==> src/rtl/pipe_pkg.sv <==
// Shared pipeline-register definitions: control-field widths and
// bit positions of the packed control word carried between stages.
package pipe_pkg;

    // Control word widths for the stage registers being replaced.
    localparam int MEM_WB_CTRL_W = 10;
    localparam int EX_MEM_CTRL_W = 12;

    // Packed control field layout (LSB first).
    localparam int REGWRITE_BIT = 0;
    localparam int MEMTOREG_BIT = 1;
    localparam int WRITEREG_LSB = 2;
    localparam int WRITEREG_W   = 5;
    localparam int LOADOPT_LSB  = 7;
    localparam int LOADOPT_W    = 3;
    localparam int PCSRC_LSB    = 10;
    localparam int PCSRC_W      = 2;

    // Upper bound on the number of slots in one elastic stage.
    localparam int MAX_DEPTH = 8;

endpackage

==> src/rtl/pipe_slot.sv <==
// One elastic pipeline slot: valid bit, control and data registers.
// Ports: clock, reset (sync, active-low), flush, load (slot ready),
//   up_valid/up_ctrl/up_data (from previous slot or upstream),
//   valid/ctrl/data (slot contents; ctrl reads zero when invalid).
module pipe_slot
    import pipe_pkg::*;
#(
    parameter int CTRL_W = EX_MEM_CTRL_W,
    parameter int DATA_W = 96
) (
    input  logic              clock,
    input  logic              reset,
    input  logic              flush,
    input  logic              load,
    input  logic              up_valid,
    input  logic [CTRL_W-1:0] up_ctrl,
    input  logic [DATA_W-1:0] up_data,
    output logic              valid,
    output logic [CTRL_W-1:0] ctrl,
    output logic [DATA_W-1:0] data
);

    logic              v_q;
    logic [CTRL_W-1:0] c_q;
    logic [DATA_W-1:0] d_q;

    // Data holds on flush; only valid and control are squashed.
    always_ff @(posedge clock) begin
        if (!reset) begin
            v_q <= 1'b0;
            c_q <= '0;
            d_q <= '0;
        end else if (flush) begin
            v_q <= 1'b0;
            c_q <= '0;
        end else if (load) begin
            v_q <= up_valid;
            c_q <= up_ctrl & {CTRL_W{up_valid}};
            d_q <= up_data;
        end
    end

    assign valid = v_q;
    assign ctrl  = c_q & {CTRL_W{v_q}};
    assign data  = d_q;

endmodule

==> src/rtl/pipe_stage_elastic.sv <==
// Elastic inter-stage pipeline register: DEPTH valid/ready slots with
// bubble collapse, synchronous flush and an occupancy counter.
// Ports: clock, reset (sync, active-low), flush,
//   in_valid/in_ready/in_ctrl/in_data (upstream handshake),
//   out_valid/out_ready/out_ctrl/out_data (downstream handshake),
//   occupancy (registered count of valid slots).
module pipe_stage_elastic
    import pipe_pkg::*;
#(
    parameter int DATA_W = 96,
    parameter int CTRL_W = EX_MEM_CTRL_W,
    parameter int DEPTH  = 1,
    localparam int CNT_W = $clog2(DEPTH + 1)
) (
    input  logic              clock,
    input  logic              reset,
    input  logic              flush,
    input  logic              in_valid,
    output logic              in_ready,
    input  logic [CTRL_W-1:0] in_ctrl,
    input  logic [DATA_W-1:0] in_data,
    output logic              out_valid,
    input  logic              out_ready,
    output logic [CTRL_W-1:0] out_ctrl,
    output logic [DATA_W-1:0] out_data,
    output logic [CNT_W-1:0]  occupancy
);

    logic [DEPTH-1:0]  v;
    logic [DEPTH-1:0]  rdy;
    logic [DEPTH-1:0]  up_v;
    logic [CTRL_W-1:0] c    [DEPTH];
    logic [DATA_W-1:0] d    [DEPTH];
    logic [CTRL_W-1:0] up_c [DEPTH];
    logic [DATA_W-1:0] up_d [DEPTH];

    for (genvar k = 0; k < DEPTH; k++) begin : g_slot
        // Unrolled form of rdy[k] = !v[k] | rdy[k+1]: a slot can move
        // when any slot at or past it is empty, or the sink accepts.
        assign rdy[k] = out_ready | ~(&v[DEPTH-1:k]);

        if (k == 0) begin : g_head
            assign up_v[k] = in_valid;
            assign up_c[k] = in_ctrl;
            assign up_d[k] = in_data;
        end else begin : g_link
            assign up_v[k] = v[k-1];
            assign up_c[k] = c[k-1];
            assign up_d[k] = d[k-1];
        end

        pipe_slot #(
            .CTRL_W (CTRL_W),
            .DATA_W (DATA_W)
        ) u_slot (
            .clock    (clock),
            .reset    (reset),
            .flush    (flush),
            .load     (rdy[k]),
            .up_valid (up_v[k]),
            .up_ctrl  (up_c[k]),
            .up_data  (up_d[k]),
            .valid    (v[k]),
            .ctrl     (c[k]),
            .data     (d[k])
        );
    end

    assign in_ready  = rdy[0];
    assign out_valid = v[DEPTH-1];
    assign out_ctrl  = c[DEPTH-1];
    assign out_data  = d[DEPTH-1];

    logic             acc;
    logic             emit;
    logic [CNT_W-1:0] cnt_q;
    logic [CNT_W-1:0] cnt_d;

    assign acc  = in_valid & in_ready;
    assign emit = out_valid & out_ready;

    always_comb begin
        cnt_d = cnt_q;
        if (flush) begin
            cnt_d = '0;
        end else begin
            case ({acc, emit})
                2'b10:   cnt_d = cnt_q + CNT_W'(1);
                2'b01:   cnt_d = cnt_q - CNT_W'(1);
                default: cnt_d = cnt_q;
            endcase
        end
    end

    always_ff @(posedge clock) begin
        if (!reset) begin
            cnt_q <= '0;
        end else begin
            cnt_q <= cnt_d;
        end
    end

    assign occupancy = cnt_q;

endmodule
==> config.mk <==
export PLATFORM = sky130hd
export DESIGN_NAME = pipe_stage_elastic
export DESIGN_NICKNAME = d
export VERILOG_FILES = /design/src/rtl/pipe_pkg.sv /design/src/rtl/pipe_slot.sv /design/src/rtl/pipe_stage_elastic.sv
export SDC_FILE = /design/constraint.sdc
export NUM_CORES = 1
export LEC_CHECK = 0
export ABC_AREA = 1
export CORE_UTILIZATION = 35
export CTS_CLUSTER_DIAMETER = 80
export DETAILED_ROUTE_END_ITERATION = 8
export GPL_ROUTABILITY_DRIVEN = 0
export PLACE_DENSITY = 0.7
export SYNTH_ARGS = -nofsm -noshare
export SYNTH_HDL_FRONTEND = slang
export SYNTH_SLANG_ARGS = --single-unit
==> constraint.sdc <==
create_clock -name clock -period 3.7 [get_ports clock]
set_clock_uncertainty 0.15 [all_clocks]
set_input_delay 1.11 -clock clock [delete_from_list [all_inputs] [get_ports clock]]
set_output_delay 1.11 -clock clock [all_outputs]
set_load 0.005 [all_outputs]
==> results.md <==
* Fin nets at 925
* Top delay family on crit path: buffers and inverters
* Sequential area share after synthesis at 0.479
* Finished Cell Area at 7140 sq um
* Yosys top cell by area: dfxtp_1
* CTS tree: built
* Max-cap violations at 0
* Synth cell types at 14
* Port buffer count at 223
* Top-area cell type share of the netlist area at 0.479
* Main synth FF type: dfxtp_1
* Sequential share of power at 0.479
* Combinational share of power at 0.191
* RSZ-0062 raised after global routing: no
* Clock latency on the worst-skew pair at 0.35 ns
* CTS sink count at 110
* Element type at the critical path start: input port
* Post-Syn Area at 4590 sq um
* PwrDens at ~380 nW/um^2
* CP Class: input port to primary output
* Core area at roughly 13000 sq um
* Wire length per cell at 13.6 microns
* CTS-repair resized insts at 0
* Root Buffer: clkbuf_16
* 1st-pass router iterations at 4
* Worst path bufs/invs at 3
* Critical path endpoint category: primary output
* CP most frequent cell: clkdlybuf4s50_1
* Top cells by area, synth: dfxtp_1 48%, nor2_1 16%, nand3b_1 16%
* Largest net degree at the start of global routing at 64
* Placed cell count at slightly below 1000
* Io pins at ~220
* NetSw at 0.000675 W
* Top fanout value on the critical path at 2
* Most common cell in the netlist: nor2_1
* Worst slew pin tran at approximately 1.1 ns
* EDFF count, synth at 0
* Initial antenna violation count at 0
* Post-layout min period at 3.54 ns
* # diodes at 0
* DRC Markers at 0
* Vias in the first global route at ~4300
* Synthesized Nets at 732
* Synth warnings at 0
* Total congestion overflow at 0
* Clock-pin transition on the worst setup and hold timing paths at 0.07 ns
* Worst min-delay path class: flip-flop to flip-flop
* Max_slew headroom at 0.272
* Switch share at 0.247
* Hold-fix buffers, CTS at 0
* Routed Antenna Nets at 0
* Hold Vio Cnt, Final at 0
* DIE AREA at 13600 sq um
* Status: finished clean
* Slew Viols, Final at 0
* Vias per std cell at 4.63
* Share of layout cells above drive strength 1 at 0.0330
* H-tree Lvls at 3
* Post-CTS Setup Bufs at 0
* Asr flop ratio synth at 0
* DRT iter0 DRCs at 255
* Fmax at 282 MHz
* Post-Layout Cell Count at 989
* WL final at 13500 microns
* Post-synthesis average cell area at 7.42 sq um
* Post-Synthesis Cells at 619
* Crit path required time at 2.44 ns
* Final setup vio count at 0
* Placed cell areas at between 6000 and 7000 sq um
* Die Ht at 117 microns
* Slowest cell delay on critical path at ~0.55 ns
* Pwr Total at 0.00274 W
* Worst-path cell chain: clkdlybuf4s50_1 -> inv_1 -> nand2_4 -> clkdlybuf4s50_1
* Fin Setup TNS at 0 ns
* Final Cycle Share at 0.958
* # rows at a little over 40
* Global-route wire length before repair at 20800 microns
* CP max-delay cell: clkdlybuf4s50_1
* Leakage dissipation at between 3 and 4 nW
* Pint at 0.00206 W
* Max IR drop VDD at 0.205 mV
* Post-layout util at 0.561
* GRT Util Overall at 0.199
* Clk network pwr share at 0.329
* Worst path arrival time at 2.28 ns
* P&R area growth vs syn at 55.4%
* Synth cell count leaders: 193 x nor2_1, 126 x nand2_1, 110 x dfxtp_1
* TritonCTS buffer count at 9
* Via count at 4580
* FF+latch count, synth at 110
* Die X at 117 microns
* DP HPWL at 9130 microns
* CTS Buffer Depth at 2
* Starting Density at 0.361
-- per-stage QoR --
step | setup WS, ns | hold WS, ns
2_1_floorplan | 0.947 | 0.293
3_3_place_gp | 0.166 | 0.302
3_5_place_dp | 0.162 | 0.307
4_1_cts | 0.151 | 0.318
5_1_grt | 0.0991 | 0.340
6_report | 0.157 | 0.315
-- final cells by class --
cell class	count	area, sq um
Clock buffer	12	246
Clock inverter	4	22.5
Fill cell	1198	5580
Inverter	17	63.8
Multi-Input combinational cell	444	2080
Sequential cell	110	2200
Tap cell	172	215
Timing Repair Buffer	230	2310
-- worst reg2reg max path: cells and delay by family, from the launching register on --
kind	cells	cell delay [ns]
DFF	1	0.52
and+or+nand+nor	4	0.52
buffers and inverters	2	1.10
-- final timing paths --
check,start,to,slack [ns],cells past startpoint
max,out_ready,in_ready,0.16,4
min,g_slot[0].u_slot.c_q[9],g_slot[0].u_slot.c_q[9],0.32,2
max reg2reg,g_slot[0].u_slot.valid,g_slot[0].u_slot.data[8],1.30,6
min reg2reg,g_slot[0].u_slot.c_q[9],g_slot[0].u_slot.c_q[9],0.32,2
-- registers in the layout (all words and copies together), names as in the netlist --
register,flops
g_slot.u_slot.data,96
g_slot.u_slot.c_q,12
g_slot.u_slot.valid,1
occupancy,1
-- placed cells by master, fill, tap and decap left out, drive strengths merged --
master | netlist | routed
clkinv | 0 | 3
clkdlybuf4s50 | 0 | 222
buf | 38 | 8
dfxtp | 110 | 110
nand3b | 96 | 96
nand3 | 13 | 13
clkinvlp | 0 | 1
nor2 | 195 | 195
inv | 17 | 17
clkbuf | 10 | 12
nand2 | 126 | 126
a21oi | 14 | 14
-- cell families (layout without fill, tap and decap cells) --
kind of cell	after synthesis	count (layout)	share of synthesized area
buffers and inverters	65	263	0.0689
AND/OR/NAND/NOR	430	430	0.437
AO/OA/AOI/OAI	14	14	0.0153
flip-flops	110	110	0.479
-- layer usage --
| layer | GRT usage | wire (microns) | share of wire | vias up |
|---|---|---|---|---|
| li1 | - | - | - | 2317 |
| met1 | 0.227 | 5610 | 0.42 | 2070 |
| met2 | 0.333 | 6220 | 0.46 | 176 |
| met3 | 0.0758 | 1390 | 0.10 | 17 |
| met4 | 0.0844 | 270 | 0.020 | 0 |
| met5 | 0 | 0 | 0 | - |
-- power groups by stage --
stage / clock network, W / logic (W) / registers (W)
finish: 0.000902 / 0.000523 / 0.00131
global route: 0.000982 / 0.000580 / 0.00132
CTS: 0.000929 / 0.000529 / 0.00131
detailed placement: 0 / 0.000526 / 0.00134
global placement: 0 / 0.000519 / 0.00133
floorplan: 0 / 0.000210 / 0.00134
(Power assumes the default switching activity.)
